--- config.mk ---
export PLATFORM = sky130hd
export DESIGN_NAME = pipeline_elastic
export DESIGN_NICKNAME = d
export VERILOG_FILES = /design/src/rtl/pipeline_elastic_pkg.sv /design/src/rtl/pipeline_elastic_stage.sv /design/src/rtl/pipeline_elastic.sv
export SDC_FILE = /design/constraint.sdc
export NUM_CORES = 1
export LEC_CHECK = 0
export CORE_MARGIN = 2
export CORE_UTILIZATION = 35
export DETAILED_ROUTE_END_ITERATION = 16
export GPL_ROUTABILITY_DRIVEN = 0
export PLACE_DENSITY = 0.51
export SYNTH_ARGS = -nofsm -noshare
export SYNTH_HDL_FRONTEND = slang
export SYNTH_SLANG_ARGS = --single-unit
export TNS_END_PERCENT = 20
--- constraint.sdc ---
create_clock -name i_clk -period 8.9 [get_ports i_clk]
set_input_delay 1.78 -clock i_clk [delete_from_list [all_inputs] [get_ports i_clk]]
set_output_delay 1.78 -clock i_clk [all_outputs]
set_load 0.005 [all_outputs]
--- src/rtl/pipeline_elastic_pkg.sv ---
// Shared helpers for the elastic pipeline: occupancy-counter width and
// elaboration-time parameter checks.
package pipeline_pkg;

  function automatic int count_width(int stages);
    return $clog2(stages + 1);
  endfunction

endpackage

`ifndef PIPELINE_CHECK_PARAM
// Expands to a generate block that stops elaboration when cond is false.
`define PIPELINE_CHECK_PARAM(blk, cond, msg) \
  if (!(cond)) begin : blk \
    $error(msg); \
  end
`endif

--- src/rtl/pipeline_elastic_stage.sv ---
// One pipeline register: valid bit plus a data word that only captures when a
// valid word arrives. Exposes the next valid value for the occupancy counter.
module pipeline_elastic_stage
  import pipeline_pkg::*;
#(
  parameter int p_width = 32
) (
  input  logic               i_clk,
  input  logic               i_rst,
  input  logic               in_valid,
  input  logic [p_width-1:0] in_data,
  input  logic               load,
  input  logic               flush,
  output logic               valid,
  output logic [p_width-1:0] data,
  output logic               valid_nxt
);

  logic               valid_q, valid_d;
  logic [p_width-1:0] data_q, data_d;

  always_comb begin
    valid_d = valid_q;
    data_d  = data_q;
    if (flush) begin
      valid_d = 1'b0;
    end else if (load) begin
      valid_d = in_valid;
    end
    // Data only moves with a real word, so empty slots keep stale contents.
    if (load && in_valid && !flush) begin
      data_d = in_data;
    end
  end

  always_ff @(posedge i_clk or posedge i_rst) begin
    if (i_rst) begin
      valid_q <= 1'b0;
      data_q  <= '0;
    end else begin
      valid_q <= valid_d;
      data_q  <= data_d;
    end
  end

  assign valid     = valid_q;
  assign data      = data_q;
  assign valid_nxt = valid_d;

endmodule

--- src/rtl/pipeline_elastic.sv ---
// Elastic pipeline of p_stages valid/data registers. A stage advances when any
// stage at or beyond it is empty or the consumer is ready, so bubbles collapse.
module pipeline_elastic
  import pipeline_pkg::*;
#(
  parameter int p_width  = 32,
  parameter int p_stages = 8
) (
  input  logic                             i_clk,
  input  logic                             i_rst,
  input  logic                             i_valid,
  output logic                             o_ready,
  input  logic [p_width-1:0]               i_data,
  output logic                             o_valid,
  input  logic                             i_ready,
  output logic [p_width-1:0]               o_data,
  input  logic                             i_flush,
  output logic [count_width(p_stages)-1:0] o_count
);

  localparam int c_cnt_w = count_width(p_stages);

  `PIPELINE_CHECK_PARAM(g_chk_width, p_width >= 1, "pipeline_elastic: p_width must be >= 1")
  `PIPELINE_CHECK_PARAM(g_chk_stages, p_stages >= 1, "pipeline_elastic: p_stages must be >= 1")

  logic [p_stages-1:0] valid;
  logic [p_stages-1:0] valid_nxt;
  logic [p_stages-1:0] rdy;
  logic [p_width-1:0]  data [p_stages];
  logic [c_cnt_w-1:0]  count_q, count_d;

  // rdy[k] = "some stage at index >= k is empty, or the consumer takes a word";
  // built with a running OR from the output end to avoid a self-referencing vector.
  always_comb begin
    logic acc;
    acc = i_ready;
    rdy = '0;
    for (int k = p_stages - 1; k >= 0; k--) begin
      acc    = acc | ~valid[k];
      rdy[k] = acc;
    end
  end

  assign o_ready = rdy[0] & ~i_flush;

  for (genvar k = 0; k < p_stages; k++) begin : g_stage
    logic               src_valid;
    logic [p_width-1:0] src_data;
    if (k == 0) begin : g_head
      assign src_valid = i_valid;
      assign src_data  = i_data;
    end else begin : g_body
      assign src_valid = valid[k-1];
      assign src_data  = data[k-1];
    end
    pipeline_elastic_stage #(.p_width(p_width)) u_stage (
      .i_clk    (i_clk),
      .i_rst    (i_rst),
      .in_valid (src_valid),
      .in_data  (src_data),
      .load     (rdy[k]),
      .flush    (i_flush),
      .valid    (valid[k]),
      .data     (data[k]),
      .valid_nxt(valid_nxt[k])
    );
  end

  always_comb begin
    count_d = '0;
    for (int k = 0; k < p_stages; k++) begin
      count_d = count_d + c_cnt_w'(valid_nxt[k]);
    end
  end

  always_ff @(posedge i_clk or posedge i_rst) begin
    if (i_rst) begin
      count_q <= '0;
    end else begin
      count_q <= count_d;
    end
  end

  assign o_valid = valid[p_stages-1];
  assign o_data  = data[p_stages-1];
  assign o_count = count_q;

endmodule

# After elaboration in Yosys (flattened, before gate mapping)
# Index checks and enable logic that the tools add are counted.
# W data, S select, Z words.
dict set report totals {
  reg_bits 268
  latchBits 0
  mem_bits_rw 0
  romBits 0
  out_inout_bits 38
  memories 0
}
dict set report classes {
  add_sub_neg 7
  mul 0
  n_div 0
  order_cmp 0
  n_eq_ne 0
  shifts 0
  mux 16
  bitwise_logic 18
  reduce_logical 17
}
# operator count
set op_table {}
lappend op_table {{$add A4 B1 Y4} 4}
lappend op_table {{$logic_and A1 B1 Y1} 16}
lappend op_table {{$mux W1} 16}
lappend op_table {{$not A1 Y1} 9}
lappend op_table {{$or A1 B1 Y1} 8}
lappend op_table {{$add A3 B1 Y4} 1}
lappend op_table {{$add A2 B1 Y3} 1}
lappend op_table {{$add A1 B1 Y2} 1}
lappend op_table {{$and A1 B1 Y1} 1}
lappend op_table {{$logic_not A1 Y1} 1}

# Logic depth before layout (Yosys ltp)
dict set report depth {
  depth_word 18
  depth_mapped 12
  ltp_nobuf 11
}

# By module
# A second synthesis with hierarchy kept.
dict set report hier_totals {
  cells_unflattened 617
  area_unflattened_um2 11347.1
}
# module n_inst cells_per_inst area_per_inst_um2
set modules_own_cells {}
lappend modules_own_cells {pipeline_elastic_stage 8 72 1370.1}
lappend modules_own_cells {pipeline_elastic 1 41 386.6}

# Worst setup path after synthesis
# OpenSTA, ideal clock, no wires.
dict set report synth_path {
  path_type {input -> register}
  startpoint {in i_flush}
  endpoint {reg count_q[2], in the netlist o_count[2]}
  setup_time_ns 0.123
  arrival_ns 4.606
  required_time_ns 8.777
  setup_slack_ns 4.171
  cell_stages 12
  cell_sequence {buf_2 > inv_1 > clkbuf_1 > o21ai_0 > fa_1 > fa_1 > fa_1 > inv_1 > ha_1 > inv_1 > fa_1 > xnor2_1}
}
dict set report synth_via {
  elab_chain_len 8
  word_cells_on_any_way 15
  classes_between {7 x add/sub; 8 x mux}
}
# element line
set synth_rtl {}
lappend synth_rtl {{start, declared} pipeline_elastic.sv:17} ;# input logic i_flush,
lappend synth_rtl {{$mux W1} pipeline_elastic_stage.sv:25} ;# if (flush) begin
lappend synth_rtl {{$add A1 B1 Y2} pipeline_elastic.sv:72} ;# count_d = count_d + c_cnt_w'(valid_nxt[k]);
lappend synth_rtl {{$add A2 B1 Y3} pipeline_elastic.sv:72}
lappend synth_rtl {{$add A3 B1 Y4} pipeline_elastic.sv:72}
lappend synth_rtl {{$add A4 B1 Y4 (3 in series)} pipeline_elastic.sv:72}
lappend synth_rtl {{$add A4 B1 Y4 (*)} pipeline_elastic.sv:72}
lappend synth_rtl {{named net count_d[2]} pipeline_elastic.sv:30} ;# logic [c_cnt_w-1:0] count_q, count_d;
lappend synth_rtl {{end signal, assigned} pipeline_elastic.sv:80} ;# count_q <= count_d;
lappend synth_rtl {{end, declared} pipeline_elastic.sv:30}
# Mark *: on every way through the listed nets, which the timed path passes. The rest lies on a longest branch.
# A chain may end at the register's enable or synchronous reset.

# Worst setup path in the final report
dict set report layout_path {
  startpoint {in i_ready}
  endpoint {out o_ready}
}
dict set report layout_via {
  elab_chain_len 9
}
# element line
set layout_rtl {}
lappend layout_rtl {{start, declared} pipeline_elastic.sv:15} ;# input logic i_ready,
lappend layout_rtl {{$or A1 B1 Y1 (8 in series)} pipeline_elastic.sv:39} ;# acc = acc | ~valid[k];
lappend layout_rtl {{$and A1 B1 Y1} pipeline_elastic.sv:44} ;# assign o_ready = rdy[0] & ~i_flush;
lappend layout_rtl {{end, declared} pipeline_elastic.sv:12} ;# output logic o_ready,
# No other way between the ends.

==> run_results.csv <==
group,metric,value,unit
status,outcome,"complete, no violations",
synth,postSynthCellCount,612,
timing,final.setup.tns,0,ns
cts,insertion_delay,0.53,ns
route,dr.pass1.iters,4,
floorplanning,core_area,28900,um^2
setup_path,reg2reg_to,"o_count[2]",
route,wl,18.1,mm
place,hpwlAfterDp,10.9,mm
synth,ys_types,34,
pwr,power.leakage,5.78,nW
global_route,grt_pass1_vias,5688,
synth,yosysWarnings,0,
global_route,grt_start_max_net_pins,179,
route,drt_iter0_markers,205,
synth,synth_largest_area_cell,"dfrtp_1",
timing,drv_slew,0,
pwr,ir_worst_vdd,0.133,mV
synth,syn_area,10300,um^2
global_route,antenna_found_initial,0,
setup_path,endpoint,"o_ready",
timing,rsz0062_at_grt,"no",
route,detail_route.wl_per_cell,16.5,um
setup_path,startpoint,"i_ready",
hold_path,holdCritPathClass,"register to register",
floorplanning,io_pins,75,
setup_path,r2r_cells,11,
synth,synth_top_cell_area_share,65.2,%
cells_and_area,diodes,0,
cells_and_area,area_delta_synth_final,19.6,%
timing,setup_viol,0,
flow_run,drv_cap,0,
cts,clk_pin_slew,0.05,ns
timing,period_needed,5.11,ns
floorplanning,die-area,30800,um^2
cts,cts-root-buf,"clkbuf_16",
timing,relSlewSlack,36.8,%
route,viasPerCell,4.69,
cells_and_area,layout_commonest_cell,"dfrtp_1",
floorplanning,rows,62,
global_route,grtUsageTotal,12.3,%
synth,synth_seq_area_share,65.2,%
cells_and_area,final_cell_mix,"dfrtp_1, mux2_2, clkdlybuf4s50_1, clkbuf_16, inv_1",
route,via_count,5162,
timing,skew,0.0152,ns
timing,finalHoldViolCount,0,
timing,finalCritPeriodShare,57.4,%
setup_path,cp-end-kind,"output pin",
floorplanning,die_h,175,um
cts,htree_levels,1,
synth,ys_ff_latch,268,
synth,syn_area_per_cell,16.8,um^2
synth,synth_fp_nets,656,
timing,fmax,196,MHz
global_route,overflow,0,
pwr,power,2.89,mW
place,port_buffers,74,
floorplanning,initial_core_util,35.7,%
setup_path,cp_max_fo,4,
cts,cts_tree,"done",
setup_path,critical_path_class,"input pin to output pin",
global_route,grt_pass1_wl,30.8,mm
route,drc,0,
timing,worst_slew_pin_slew,0.947,ns
place,pre_cts_ws,3.40,ns
cts,cts_resized,0,
setup_path,ff2ff_setup_slack,5.36,ns
cts,post_cts.repair.setup_buffers,0,
cells_and_area,drive_gt1_share,43.2,%
cts,cts.path.max_buffers,3,
cts,clock-sinks,268,
pwr,power_density,235,nW/um^2
setup_path,start_kind,"input pin",
cells_and_area,fin_nets,743,
floorplanning,die_w,175,um
setup_path,arrival,3.33,ns
cts,postCtsHoldBufs,0,
cts,cts_buffers,29,
synth,synthTopCellsByArea,"dfrtp_1, mux2_2, buf_6",
route,drtAntennaViolNets,0,
setup_path,r2r-start,"g_stage[5].u_stage.valid",
timing,final.setup.worst_slack,3.79,ns
setup_path,worstPathRequired,7.12,ns
where the power goes:
| part | switching, mW | internal, mW |
|---|---|---|
| logic | 0.0837 | 0.171 |
| registers | 0.0968 | 1.42 |
| clock network | 0.452 | 0.667 |
| total | 0.632 | 2.26 |
logic make-up (layout without fill, tap and decap cells):
kind of cell,Yosys count,count (layout),share of synthesized area [%]
AO/OA/AOI/OAI,19,19,1.64
flip-flops,268,268,65.2
adder cells (fa/ha/maj),7,7,1.14
XOR/XNOR,1,1,0.0851
buffers and inverters,41,146,2.49
multiplexers,256,256,28.1
AND/OR/NAND/NOR,20,20,1.34
sequential cells by signal, summed over array words and instances, names as in the netlist:
| register | count |
|---|---|
| o_count | 4 |
| g_stage.u_stage.data | 256 |
| g_stage.u_stage.valid | 8 |
worst max-delay path: stages:
cell	delay, ns
clkdlybuf4s50_1	0.44
and4b_4	0.39
and3_1	0.21
nor2_1	0.05
clkdlybuf4s50_1	0.46
per-layer routing:
metal | part of all wire, % | up-vias | GRT usage [%]
li1 | - | 2356 | -
met1 | 49 | 2680 | 17.4
met2 | 44 | 90 | 19.2
met3 | 4.6 | 36 | 2.75
met4 | 2.6 | 0 | 3.65
met5 | 0 | - | 0
through the flow:
stage / instances / cell area [um^2] / utilization, % / hold WS, ns
6_report: 1101 / 12300 / 42.6 / 0.483
5_1_grt: 1101 / 12300 / 42.6 / 0.510
4_1_cts: 1101 / 12300 / 42.6 / 0.492
3_5_place_dp: 1052 / 11400 / 39.5 / 0.477
3_3_place_gp: 1052 / 11400 / 39.5 / 0.470
2_1_floorplan: 612 / 10300 / - / 0.452
synth_stat cells:
cell type,n
o21a_1,4
and2b_1,1
a211o_4,1
o21ai_0,6
nand3_1,1
nor2b_1,1
buf_6,9
buf_4,6
and4_1,1
inv_1,15
fa_1,4
a21oi_1,3
dfrtp_1,268
a21oi_2,1
nor2_1,4
clkbuf_1,1
xnor2_1,1
buf_2,10
mux2_4,3
nand2_1,1
nand2b_1,1
o211ai_1,2
mux2_1,7
or2_2,1
nand3b_1,1
and3b_1,1
nor3b_2,1
a311oi_4,2
and4_4,1
and3_1,2
and4b_4,1
and2_1,2
ha_1,3
mux2_2,246
area by class of cell:
type	count	area, um^2
clock inverters	5	28.8
flip-flops and latches	268	6710
multi-input cells	303	3350
repair buffers	82	813
fillers	2634	16600
clock buffers	44	872
inverters	15	60.1
well taps	384	480
how the worst min path moves through the flow:
stage,from,to,cells after the start
4_1_cts,g_stage[3].u_stage.data[5],g_stage[3].u_stage.data[5],1
2_1_floorplan,g_stage[0].u_stage.data[19],g_stage[0].u_stage.data[19],1
5_1_grt,g_stage[3].u_stage.data[5],g_stage[3].u_stage.data[5],1
6_report,g_stage[3].u_stage.data[5],g_stage[3].u_stage.data[5],1
3_3_place_gp,g_stage[3].u_stage.data[30],g_stage[3].u_stage.data[30],1
3_5_place_dp,g_stage[3].u_stage.data[5],g_stage[3].u_stage.data[5],1
Note: power is estimated with default switching activity, not from simulation.
